===== src/rtl/cordic_vectoring.sv =====
// cordic_vectoring: iterative vectoring-mode CORDIC. Converts (x,y) to magnitude and
// atan2(y,x) by driving y to zero with one shared datapath reused for N_ITERATIONS cycles.
// Optional feature macro GAIN_COMP_EN: adds a SCALE cycle that divides the magnitude by K.
module cordic_vectoring #(
   parameter int unsigned WORD_LENGTH  = 21,
   parameter int unsigned FRAC_BITS    = 16,
   parameter int unsigned N_ITERATIONS = 17
) (
   input  logic                          clk,
   input  logic                          rst,
   input  logic signed [WORD_LENGTH-1:0] x_i,
   input  logic signed [WORD_LENGTH-1:0] y_i,
   input  logic                          in_valid,
   output logic                          in_ready,
   output logic signed [WORD_LENGTH-1:0] mag_o,
   output logic signed [WORD_LENGTH-1:0] angle_o,
   output logic                          out_valid,
   input  logic                          out_ready
);

   // Two guard bits: -min negation and K growth of a diagonal full-scale vector both fit.
   localparam int unsigned IW        = WORD_LENGTH + 2;
   localparam int unsigned CNT_W     = 5;
   // ROM constants are stored with 16 fractional bits; narrower formats (<=16) truncate them.
   localparam int unsigned ROM_FRAC  = 16;
   localparam int unsigned ROM_SHIFT = ROM_FRAC - FRAC_BITS;
   localparam logic signed [IW-1:0] PI_Q    = IW'(205887 >> ROM_SHIFT);
   localparam logic signed [IW-1:0] MAG_MAX = IW'((1 << (WORD_LENGTH - 1)) - 1);
   localparam logic [CNT_W-1:0]     LAST    = CNT_W'(N_ITERATIONS - 1);
`ifdef GAIN_COMP_EN
   localparam int unsigned PW = IW + 17;
   localparam logic signed [PW-1:0] INV_K = PW'(39797);
`endif

`ifdef GAIN_COMP_EN
   typedef enum logic [1:0] {IDLE = 2'd0, ITER = 2'd1, SCALE = 2'd2, DONE = 2'd3} state_t;
`else
   typedef enum logic [1:0] {IDLE = 2'd0, ITER = 2'd1, DONE = 2'd3} state_t;
`endif

   state_t                        state, state_nxt;
   logic signed [IW-1:0]          x_q, y_q, z_q, x_nxt, y_nxt, z_nxt;
   logic signed [IW-1:0]          x_sh, y_sh, x_rot, y_rot, z_rot, x_ext, y_ext;
   logic [CNT_W-1:0]              cnt_q, cnt_nxt;
   logic                          zero_q, zero_nxt;
   logic signed [WORD_LENGTH-1:0] mag_nxt, ang_nxt;
   logic                          out_valid_nxt, in_ready_nxt;
`ifdef GAIN_COMP_EN
   logic signed [PW-1:0]          prod;
   logic signed [IW-1:0]          scaled;
`endif

   // atan(2^-i) table in radians
   function automatic logic signed [IW-1:0] atan_rom(input logic [CNT_W-1:0] idx);
      int unsigned v;
      case (idx)
         5'd0:    v = 51472;
         5'd1:    v = 30386;
         5'd2:    v = 16055;
         5'd3:    v = 8150;
         5'd4:    v = 4091;
         5'd5:    v = 2047;
         5'd6:    v = 1024;
         5'd7:    v = 512;
         5'd8:    v = 256;
         5'd9:    v = 128;
         5'd10:   v = 64;
         5'd11:   v = 32;
         5'd12:   v = 16;
         5'd13:   v = 8;
         5'd14:   v = 4;
         5'd15:   v = 2;
         5'd16:   v = 1;
         default: v = 0;
      endcase
      return IW'(v >> ROM_SHIFT);
   endfunction

   // Clamp the internal magnitude into the non-negative output range
   function automatic logic signed [WORD_LENGTH-1:0] sat_mag(input logic signed [IW-1:0] v);
      if (v[IW-1])
         return '0;
      if (v > MAG_MAX)
         return MAG_MAX[WORD_LENGTH-1:0];
      return v[WORD_LENGTH-1:0];
   endfunction

   // Next-state, datapath and output logic
   always_comb begin
      state_nxt     = state;
      x_nxt         = x_q;
      y_nxt         = y_q;
      z_nxt         = z_q;
      cnt_nxt       = cnt_q;
      zero_nxt      = zero_q;
      mag_nxt       = mag_o;
      ang_nxt       = angle_o;
      out_valid_nxt = out_valid;

      x_ext = {{2{x_i[WORD_LENGTH-1]}}, x_i};
      y_ext = {{2{y_i[WORD_LENGTH-1]}}, y_i};
      x_sh  = x_q >>> cnt_q;
      y_sh  = y_q >>> cnt_q;
      if (!y_q[IW-1]) begin
         x_rot = x_q + y_sh;
         y_rot = y_q - x_sh;
         z_rot = z_q + atan_rom(cnt_q);
      end else begin
         x_rot = x_q - y_sh;
         y_rot = y_q + x_sh;
         z_rot = z_q - atan_rom(cnt_q);
      end
`ifdef GAIN_COMP_EN
      prod   = PW'(x_q) * INV_K;
      scaled = IW'(prod >>> ROM_FRAC);
`endif

      case (state)
         IDLE: begin
            if (in_valid) begin
               state_nxt = ITER;
               cnt_nxt   = '0;
               zero_nxt  = (x_i == '0) && (y_i == '0);
               // Left half-plane: rotate by pi so iterations only cover +/- pi/2
               if (!x_i[WORD_LENGTH-1]) begin
                  x_nxt = x_ext;
                  y_nxt = y_ext;
                  z_nxt = '0;
               end else begin
                  x_nxt = -x_ext;
                  y_nxt = -y_ext;
                  z_nxt = y_i[WORD_LENGTH-1] ? -PI_Q : PI_Q;
               end
            end
         end
         ITER: begin
            x_nxt   = x_rot;
            y_nxt   = y_rot;
            z_nxt   = z_rot;
            cnt_nxt = cnt_q + CNT_W'(1);
            if (cnt_q == LAST) begin
`ifdef GAIN_COMP_EN
               state_nxt = SCALE;
`else
               state_nxt     = DONE;
               mag_nxt       = sat_mag(x_rot);
               ang_nxt       = zero_q ? '0 : WORD_LENGTH'(z_rot);
               out_valid_nxt = 1'b1;
`endif
            end
         end
`ifdef GAIN_COMP_EN
         SCALE: begin
            state_nxt     = DONE;
            mag_nxt       = sat_mag(scaled);
            ang_nxt       = zero_q ? '0 : WORD_LENGTH'(z_q);
            out_valid_nxt = 1'b1;
         end
`endif
         DONE: begin
            if (out_ready) begin
               state_nxt     = IDLE;
               out_valid_nxt = 1'b0;
            end
         end
         default: state_nxt = IDLE;
      endcase

      in_ready_nxt = (state_nxt == IDLE);
   end

   // State, datapath and output registers
   always_ff @(posedge clk or negedge rst) begin
      if (!rst) begin
         state     <= IDLE;
         x_q       <= '0;
         y_q       <= '0;
         z_q       <= '0;
         cnt_q     <= '0;
         zero_q    <= 1'b0;
         mag_o     <= '0;
         angle_o   <= '0;
         out_valid <= 1'b0;
         in_ready  <= 1'b1;
      end else begin
         state     <= state_nxt;
         x_q       <= x_nxt;
         y_q       <= y_nxt;
         z_q       <= z_nxt;
         cnt_q     <= cnt_nxt;
         zero_q    <= zero_nxt;
         mag_o     <= mag_nxt;
         angle_o   <= ang_nxt;
         out_valid <= out_valid_nxt;
         in_ready  <= in_ready_nxt;
      end
   end

endmodule

===== config.mk =====
export PLATFORM = sky130hd
export DESIGN_NAME = cordic_vectoring
export DESIGN_NICKNAME = d
export VERILOG_FILES = /design/src/rtl/cordic_vectoring.sv
export SDC_FILE = /design/constraint.sdc
export NUM_CORES = 1
export LEC_CHECK = 0
export BUFFER_PORTS_ARGS = -buffer_cell sky130_fd_sc_hd__buf_2
export CORE_MARGIN = 10
export CORE_UTILIZATION = 40
export CTS_CLUSTER_DIAMETER = 60
export CTS_CLUSTER_SIZE = 24
export DETAILED_ROUTE_END_ITERATION = 8
export GPL_TIMING_DRIVEN = 0
export MAX_ROUTING_LAYER = met4
export SYNTH_ARGS = -nofsm -noshare
export SYNTH_HDL_FRONTEND = slang
export SYNTH_SLANG_ARGS = --single-unit
export TNS_END_PERCENT = 5

===== constraint.sdc =====
create_clock -name clk -period 6.1 [get_ports clk]
set_input_delay 0.61 -clock clk [delete_from_list [all_inputs] [get_ports clk]]
set_output_delay 0.61 -clock clk [all_outputs]
set_load 0.1 [all_outputs]

==> impl_metrics.yaml, run 1 <==
sta:
  setup_viol_count_final: 0
  period_needed_ns: 5.97
  fin_setup_tns_ns: 0
  worstMarginPinSlew_ns: 1.04
  max_freq_mhz: 168
  hold_viol: 0
  rsz0062_at_grt: "yes"
  drv_slew: 0
  clock_skew_ns: 0.0109
  fin_crit_sh_pct: 97.8
  slew_headroom_pct: 30.0
floorplanning:
  start_util_pct: 40.5
  std_cell_rows: 66
  fp.coreArea_um2: 32600
  dieHeight_um: 202
  die_w_um: 202
  dieArea_um2: 40700
  ios: 90
critical_path:
  reg2reg_depth: 27
  endpoint_kind: "flip-flop"
  path_max_fanout: 10
  crit_path_start_kind: "flip-flop"
  critical_path_required_ns: 6.46
  cp.arrival_ns: 6.33
  critPathSlowestCell: "nand2b_1"
  cp_slowest_stage_delay_ns: 0.39
  crit_type: "reg2reg"
yosys:
  synth_area_um2: 13200
  synth-seq-cells: 119
  synth-main-ff-cell: "dfrtp_1"
  avgSynthCellArea_um2: 8.00
  syn_nets: 1779
  synth_cell_type_count: 86
  syn_inst: 1653
  synth-edff-count: 0
  async_flop_share_pct: 100
  seq_area_frac_synth_pct: 22.5
  ys_warn_count: 0
cells_and_area:
  num_antenna_cells: 0
  n_fill_cell: 3272
  area_growth_pct: 17.9
  final_layout_size_suffix_gt1_share_pct: 18.6
  final_common_cell: "nor2_1"
  seqCellArea_um2: 2980
  fin_area_um2: 15600
  multi_input_comb_area_um2: 10000
  final_nets: 1910
  layout_common_cells: "187 x nor2_1, 149 x nand2_1, 130 x a21oi_1"
routing:
  first_pass_iters: 6
  routed-via-count: 14200
  drcViolationCount: 0
  wl_um: 59800
  via_per_inst: 6.36
  drtAntennaViolNets: 0
  wl_per_cell_um: 26.7
  dr.first_iter.drc_count: 1551
grt:
  grt_pass1_vias: 13500
  grt_max_degree: 64
  grt-ovfl-total: 0
  grt_pass1_wl_um: 87600
  grt_antenna_before_repair: 1
  grt_usage_pct: 29.0
clock_network:
  clockRootBuffer: "clkbuf_16"
  htree_levels: 4
  cts_tree: "done"
  numCtsBuffers: 17
  clock-sinks: 119
  clock_latency_ns: 0.45
  cts_max_path_buffers: 2
  cts.clk_slew.worst_paths_ns: 0.07
placement:
  place.gp.congestion: 1.00
  post-dp-hpwl_um: 46400
  place_area_um2: 14300
  numPortBuffers: 88
flow_run:
  max_cap_viol_count: 0
hold_path:
  hp-class: "in2async"
outcome:
  status: "complete, no violations"
[final timing paths]
| check | startpoint | end | slack (ns) |
|---|---|---|---|
| min in group clk | out_ready | state[1] | 0.45 |
| max | cnt_q[1] | mag_o[11] | 0.13 |
| max reg2reg | cnt_q[1] | mag_o[11] | 0.13 |
| min reg2reg | mag_o[6] | mag_o[6] | 0.47 |
| max in group asynchronous | rst | in_ready | 5.16 |
| min | rst | angle_o[18] | 0.16 |
[cell type report]
class / instances / share of cell area, %
Sequential cell: 119 / 19.1
Clock inverter: 15 / 1.02
Inverter: 52 / 1.26
Multi-Input combinational cell: 1378 / 64.2
Timing Repair Buffer: 116 / 4.39
Clock buffer: 17 / 2.73
Buffer: 100 / 3.71
Tap cell: 442 / 3.55
[worst max-delay path: cells and delay by family, from the launching register on]
family | cells | cell delay (ns)
fa+ha+maj | 2 | 0.59
simple gates | 7 | 1.55
mux | 1 | 0.38
xor+xnor | 1 | 0.13
buf+inv | 6 | 1.08
compound gates | 10 | 1.74
flops | 1 | 0.38
[routing by layer]
layer  GRT usage [%]  part of all wire, %
met5               -                    0
met4            13.0                  4.8
met3            7.02                  8.8
met2            43.3                   44
met1            36.7                   42
[synthesized netlist by cell type, drive strengths merged (14+ instances only)]
cell | n | area (um^2)
nor2b | 21 | 131
xor2 | 59 | 517
mux2 | 30 | 345
ha | 77 | 963
o21ai | 116 | 581
a31oi | 21 | 131
a21oi | 138 | 691
o22ai | 63 | 394
clkbuf | 75 | 282
nand3 | 25 | 125
o21a | 19 | 143
o211ai | 18 | 140
xnor2 | 72 | 631
a211oi | 16 | 120
nor3 | 24 | 120
buf | 29 | 186
o31ai | 21 | 158
mux4 | 31 | 728
mux2i | 37 | 370
a21o | 22 | 165
inv | 50 | 188
nand2b | 23 | 144
dfrtp | 118 | 2950
nor2 | 191 | 717
nand2 | 150 | 563
and2 | 14 | 87.6
[per-stage QoR]
| stage | worst slack, ns | hold slack [ns] | instances | util (%) |
|---|---|---|---|---|
| 2_1_floorplan | 0.281 | 0.314 | 1653 | - |
| 3_3_place_gp | -1.78 | 0.455 | 2183 | 43.6 |
| 3_5_place_dp | -1.77 | 0.463 | 2184 | 43.7 |
| 5_1_grt | -0.0531 | 0.195 | 2239 | 47.8 |
| 6_report | 0.134 | 0.160 | 2239 | 47.8 |
| 4_1_cts | 0.00314 | 0.181 | 2224 | 46.5 |
[cell families (layout without fill, tap and decap cells)]
logic type / after synthesis / count (layout) / share of synthesized area (%)
and+or+nand+nor: 522 / 522 / 18.3
muxes: 98 / 98 / 10.9
DFF: 119 / 119 / 22.5
adders and majority gates: 80 / 80 / 7.74
AOI/OAI and AO/OA: 547 / 547 / 26.8
buffers and inverters: 156 / 300 / 5.01
xor gates and xnor gates: 131 / 131 / 8.67
[registers in the layout (all words and copies together), names as in the netlist]
register	cells
z_q	21
state	2
out_valid	1
angle_o	21
in_ready	1
cnt_q	5
x_q	23
zero_q	1
y_q	23
mag_o	21
[what timing repair did]
action,CTS,global route
pin swaps,9,14
cloned,0,2
hold buffers,0,0
setup endpoints to repair,69,40
buffers inserted,10,15
resized for setup,78,93
hold endpoints to repair,0,0
Power of run 1 is not shown: default switching activity piles up to over one toggle a cycle in this logic, so the estimate is an artifact.
==> inputs of run 2 (changes only) <==
--- a/config.mk
+++ b/config.mk
@@ -5,12 +5,11 @@
 export SDC_FILE = /design/constraint.sdc
 export NUM_CORES = 1
 export LEC_CHECK = 0
-export BUFFER_PORTS_ARGS = -buffer_cell sky130_fd_sc_hd__buf_2
 export CORE_MARGIN = 10
 export CORE_UTILIZATION = 40
-export CTS_CLUSTER_DIAMETER = 60
 export CTS_CLUSTER_SIZE = 24
 export DETAILED_ROUTE_END_ITERATION = 8
+export DONT_BUFFER_PORTS = 1
 export GPL_TIMING_DRIVEN = 0
 export MAX_ROUTING_LAYER = met4
 export SYNTH_ARGS = -nofsm -noshare
==> impl_metrics.yaml, run 2 (synthesis gave the netlist of run 1 again) <==
cells_and_area:
  layout_common_cells: "186 x nor2_1, 149 x nand2_1, 129 x a21oi_1"
  postLayoutCoreUtil_pct: 46.3
  final_nets: 1813
  n_fill_cell: 3271
  reg.largest.list: "x_q: 23 flops, y_q: 23 flops"
  final_layout_size_suffix_gt1_share_pct: 13.9
  area_growth_pct: 14.2
  fin_area_um2: 15100
  final_common_cell: "nor2_1"
grt:
  grt_antenna_before_repair: 2
  grt-ovfl-total: 0
  grt_usage_pct: 28.6
  grt_pass1_wl_um: 86600
  grt_max_degree: 119
  grt_pass1_vias: 13200
sta:
  fin_setup_tns_ns: 0
  max_freq_mhz: 167
  period_needed_ns: 5.98
  worstMarginPinSlew_ns: 1.11
  setup_viol_count_final: 0
  slew_headroom_pct: 25.5
  fin_crit_sh_pct: 98.0
  clock_skew_ns: 0.0125
  fin_ws_ns: 0.122
  hold_viol: 0
  rsz0062_at_grt: "yes"
  drv_slew: 0
routing:
  via_per_inst: 6.49
  drcViolationCount: 0
  wl_per_cell_um: 27.6
  routed-via-count: 13900
  drtAntennaViolNets: 0
  wl_um: 59200
  dr.first_iter.drc_count: 1566
  first_pass_iters: 5
clock_network:
  cts_max_path_buffers: 2
  clockRootBuffer: "clkbuf_16"
  htree_levels: 4
  numCtsBuffers: 17
  clock_latency_ns: 0.45
  clock-sinks: 119
  cts.clk_slew.worst_paths_ns: 0.06
  cts_tree: "done"
critical_path:
  cp_slowest_stage_delay_ns: 0.66
  path_buf_inv: 2
  path_cells: "clkbuf_1 -> mux4_1 -> mux2i_1 -> and2_1 -> o2111a_1 -> and3_1 -> and3_4 -> nand2_2 -> nor3_4 -> a31oi_1 -> o22ai_1 -> ha_2 -> and4_2 -> nand2_1 -> a2bb2oi_2 -> o31ai_4 -> o221ai_4 -> o21ai_2 -> xor2_2 -> xnor2_2 -> nand2b_1 -> buf_2 -> o21ai_0"
  path_max_fanout: 10
  critical_path.top_delay_family: "simple AND/OR/NAND/NOR gates"
  critical_path_required_ns: 6.46
  critPathSlowestCell: "mux4_1"
  crit_type: "reg2reg"
  crit_path_start_kind: "flip-flop"
  cp.arrival_ns: 6.33
  endpoint_kind: "flip-flop"
floorplanning:
  start_util_pct: 40.5
  fp.coreArea_um2: 32600
  dieHeight_um: 202
  ios: 90
  dieArea_um2: 40700
  die_w_um: 202
  std_cell_rows: 66
placement:
  post-dp-hpwl_um: 45500
  dp_slack_ns: -1.86
  place_area_um2: 13800
  numPortBuffers: 0
  place.gp.congestion: 1.01
hold_path:
  hp-class: "in2async"
outcome:
  status: "complete, no violations"
flow_run:
  max_cap_viol_count: 0
-- run 2: changes by cell type in the layout (fill, tap and decap cells not counted), sizes merged --
cell,delta
bufinv,+1
inv,-4
buf,-96
clkinvlp,-1
diode,+1
clkinv,+3
-- run 2: per-stage QoR --
stage	instances	hold WS [ns]
final	2143	0.0125
after detailed placement	2095	0.319
after global placement	2095	0.318
after global routing	2142	0.00328
after floorplan	1653	0.314
after CTS	2140	0.00435
-- run 2: timing repair --
item                                   CTS  global route
setup buffers                           14             4
gates resized for setup                 80            78
pin swaps                               12            10
endpoints found under the hold margin  118             0
hold buffers                             1             0
setup endpoints to repair               64            37
-- run 2: layer usage --
layer  wire, um  GRT usage (%)
met1      24900           37.0
met4       2210           9.69
met3       5860           6.19
met2      26200           43.7
met5          0              -
-- run 2: layout make-up --
| class | instances | area (um^2) | share of cell area [%] |
|---|---|---|---|
| Inverter | 52 | 196 | 1.30 |
| Sequential cell | 119 | 2980 | 19.7 |
| Clock buffer | 18 | 439 | 2.91 |
| Multi-Input combinational cell | 1378 | 10000 | 66.5 |
| Timing Repair Buffer | 19 | 163 | 1.08 |
| Antenna cell | 1 | 2.50 | 0.0166 |
| Clock inverter | 14 | 165 | 1.09 |
| Tap cell | 442 | 553 | 3.66 |
| Buffer | 100 | 558 | 3.69 |
-- run 2: final timing paths --
kind,slack [ns],startpoint,to,depth (start not counted)
worst max register to register,0.12,y_q[21],mag_o[9],23
worst min-delay path,0.01,rst,in_ready,0
worst max-delay path,0.12,y_q[21],mag_o[9],23
worst min register to register,0.52,z_q[2],z_q[2],2
max in group asynchronous,5.41,rst,cnt_q[2],1
min in group clk,0.35,out_ready,state[1],3
Power of run 2 is left out for the same reason.
==> inputs of run 3 (changes only) <==
==> constraint.sdc (replaced) <==
create_clock -name clk -period 5.3 [get_ports clk]
set_input_delay 0.53 -clock clk [delete_from_list [all_inputs] [get_ports clk]]
set_output_delay 0.53 -clock clk [all_outputs]
set_load 0.1 [all_outputs]
==> impl_metrics.yaml, run 3 (synthesis gave the netlist of run 1 again) <==
critical_path:
  path_buf_inv: 4
  path_max_fanout: 10
  critical_path_required_ns: 5.61
  critPathSlowestCell: "mux4_2"
  cp_slowest_stage_delay_ns: 0.51
  cp.arrival_ns: 5.94
  endpoint_kind: "flip-flop"
  critical_path.top_delay_family: "compound AO/OA/AOI/OAI gates"
  cp_common_cell: "mux4_2"
  crit_path_start_kind: "flip-flop"
  path_depth: 22
  path_cells: "buf_8 -> clkbuf_8 -> buf_12 -> mux4_2 -> mux2i_2 -> mux4_2 -> nor3b_4 -> and3_4 -> a311o_1 -> o21ai_0 -> a22o_1 -> ha_4 -> and4_4 -> nand2_1 -> o31ai_4 -> a211o_1 -> nand4_1 -> a2bb2oi_2 -> o31a_4 -> clkbuf_16 -> nor2_2 -> o21ai_1"
  crit_type: "reg2reg"
  reg2reg_depth: 22
cells_and_area:
  multi_input_comb_area_um2: 10500
  seqCellArea_um2: 2980
  postLayoutCoreUtil_pct: 49.0
  layout_common_cells: "171 x nor2_1, 148 x nand2_1, 122 x a21oi_1"
  n_fill_cell: 3197
  fin_cells: 2185
  final_common_cell: "nor2_1"
  reg.largest.list: "x_q: 23 flops, y_q: 23 flops"
  final_layout_size_suffix_gt1_share_pct: 20.6
  area_growth_pct: 20.9
  final_nets: 1854
clock_network:
  cts_max_path_buffers: 2
  clockRootBuffer: "clkbuf_16"
  cts.clk_slew.worst_paths_ns: 0.07
  clock_latency_ns: 0.44
  htree_levels: 4
  cts_tree: "done"
  numCtsBuffers: 17
  clock-sinks: 119
grt:
  grt_antenna_before_repair: 0
  grt-ovfl-total: 0
  grt_max_degree: 120
  grt_pass1_wl_um: 88200
  grt_pass1_vias: 13600
  grt_usage_pct: 29.2
sta:
  setup_viol_count_final: 29
  fin_crit_sh_pct: 106
  period_needed_ns: 5.63
  hold_viol: 0
  max_freq_mhz: 178
  clock_skew_ns: 0.0142
  rsz0062_at_grt: "yes"
  slew_headroom_pct: 19.9
  worstMarginPinSlew_ns: 1.19
  drv_slew: 0
  fin_ws_ns: -0.326
flow_run:
  max_cap_viol_count: 0
routing:
  top_layer: "met4"
  dr.first_iter.drc_count: 1504
  routed-wl-met2_um: 26900
  wl_per_cell_um: 27.6
  wl_um: 60300
  first_pass_iters: 8
  drtAntennaViolNets: 0
  via_per_inst: 6.49
  wl_met3_um: 5160
  routed-via-count: 14200
  drcViolationCount: 0
  wl_met1_um: 25400
placement:
  post-dp-hpwl_um: 45900
  place_inst: 2095
  numPortBuffers: 0
  place.gp.congestion: 1.01
floorplanning:
  ios: 90
  fp.coreArea_um2: 32600
  start_util_pct: 40.5
  dieHeight_um: 202
  std_cell_rows: 66
  dieArea_um2: 40700
  die_w_um: 202
hold_path:
  hp-class: "in2async"
outcome:
  status: "finished with violations"
  violations: "setup timing"
## run 3: area by class of cell
class	count	share of cell area, %
diodes	2	0.0313
plain buffers	96	3.87
clock buffers	17	2.66
clock inverters	15	1.01
inverters	52	1.28
multi-input cells	1378	65.6
flip-flops and latches	119	18.7
well taps	442	3.46
repair buffers	64	3.39
## run 3: final timing paths
path / from / endpoint / slack [ns]
max: cnt_q[0] / mag_o[12] / -0.33
min: rst / mag_o[20] / 0.05
max reg2reg: cnt_q[0] / mag_o[12] / -0.33
min reg2reg: z_q[17] / z_q[17] / 0.53
max in group asynchronous: rst / cnt_q[2] / 4.72
min in group clk: out_ready / state[1] / 0.27
## run 3: repair_timing
item	4_1_cts	5_1_grt
gates resized for setup	196	82
buffers inserted	48	13
hold endpoints to repair	119	0
hold buffers	1	0
setup endpoints to repair	88	54
pin swaps	28	35
gates cloned	1	1
## run 3: routing by layer
layer  track usage (%)  vias up
met3              4.93      167
met1              37.1     6975
met4              11.8        0
li1                  -     6289
met2              45.4      753
met5                 -        -
## run 3: metrics by stage
stage          instance area (um^2)  TNS [ns]  hold WS, ns  setup WS, ns
5_1_grt                       16000    -14.66       0.0688        -0.519
2_1_floorplan                 13300    -0.242        0.234       -0.0129
3_5_place_dp                  13800   -104.20        0.239         -2.04
3_3_place_gp                  13800   -104.56        0.238         -2.03
4_1_cts                       15500     -4.95       0.0872        -0.269
6_report                      16000     -7.59       0.0540        -0.326
Power of run 3 is left out for the same reason.
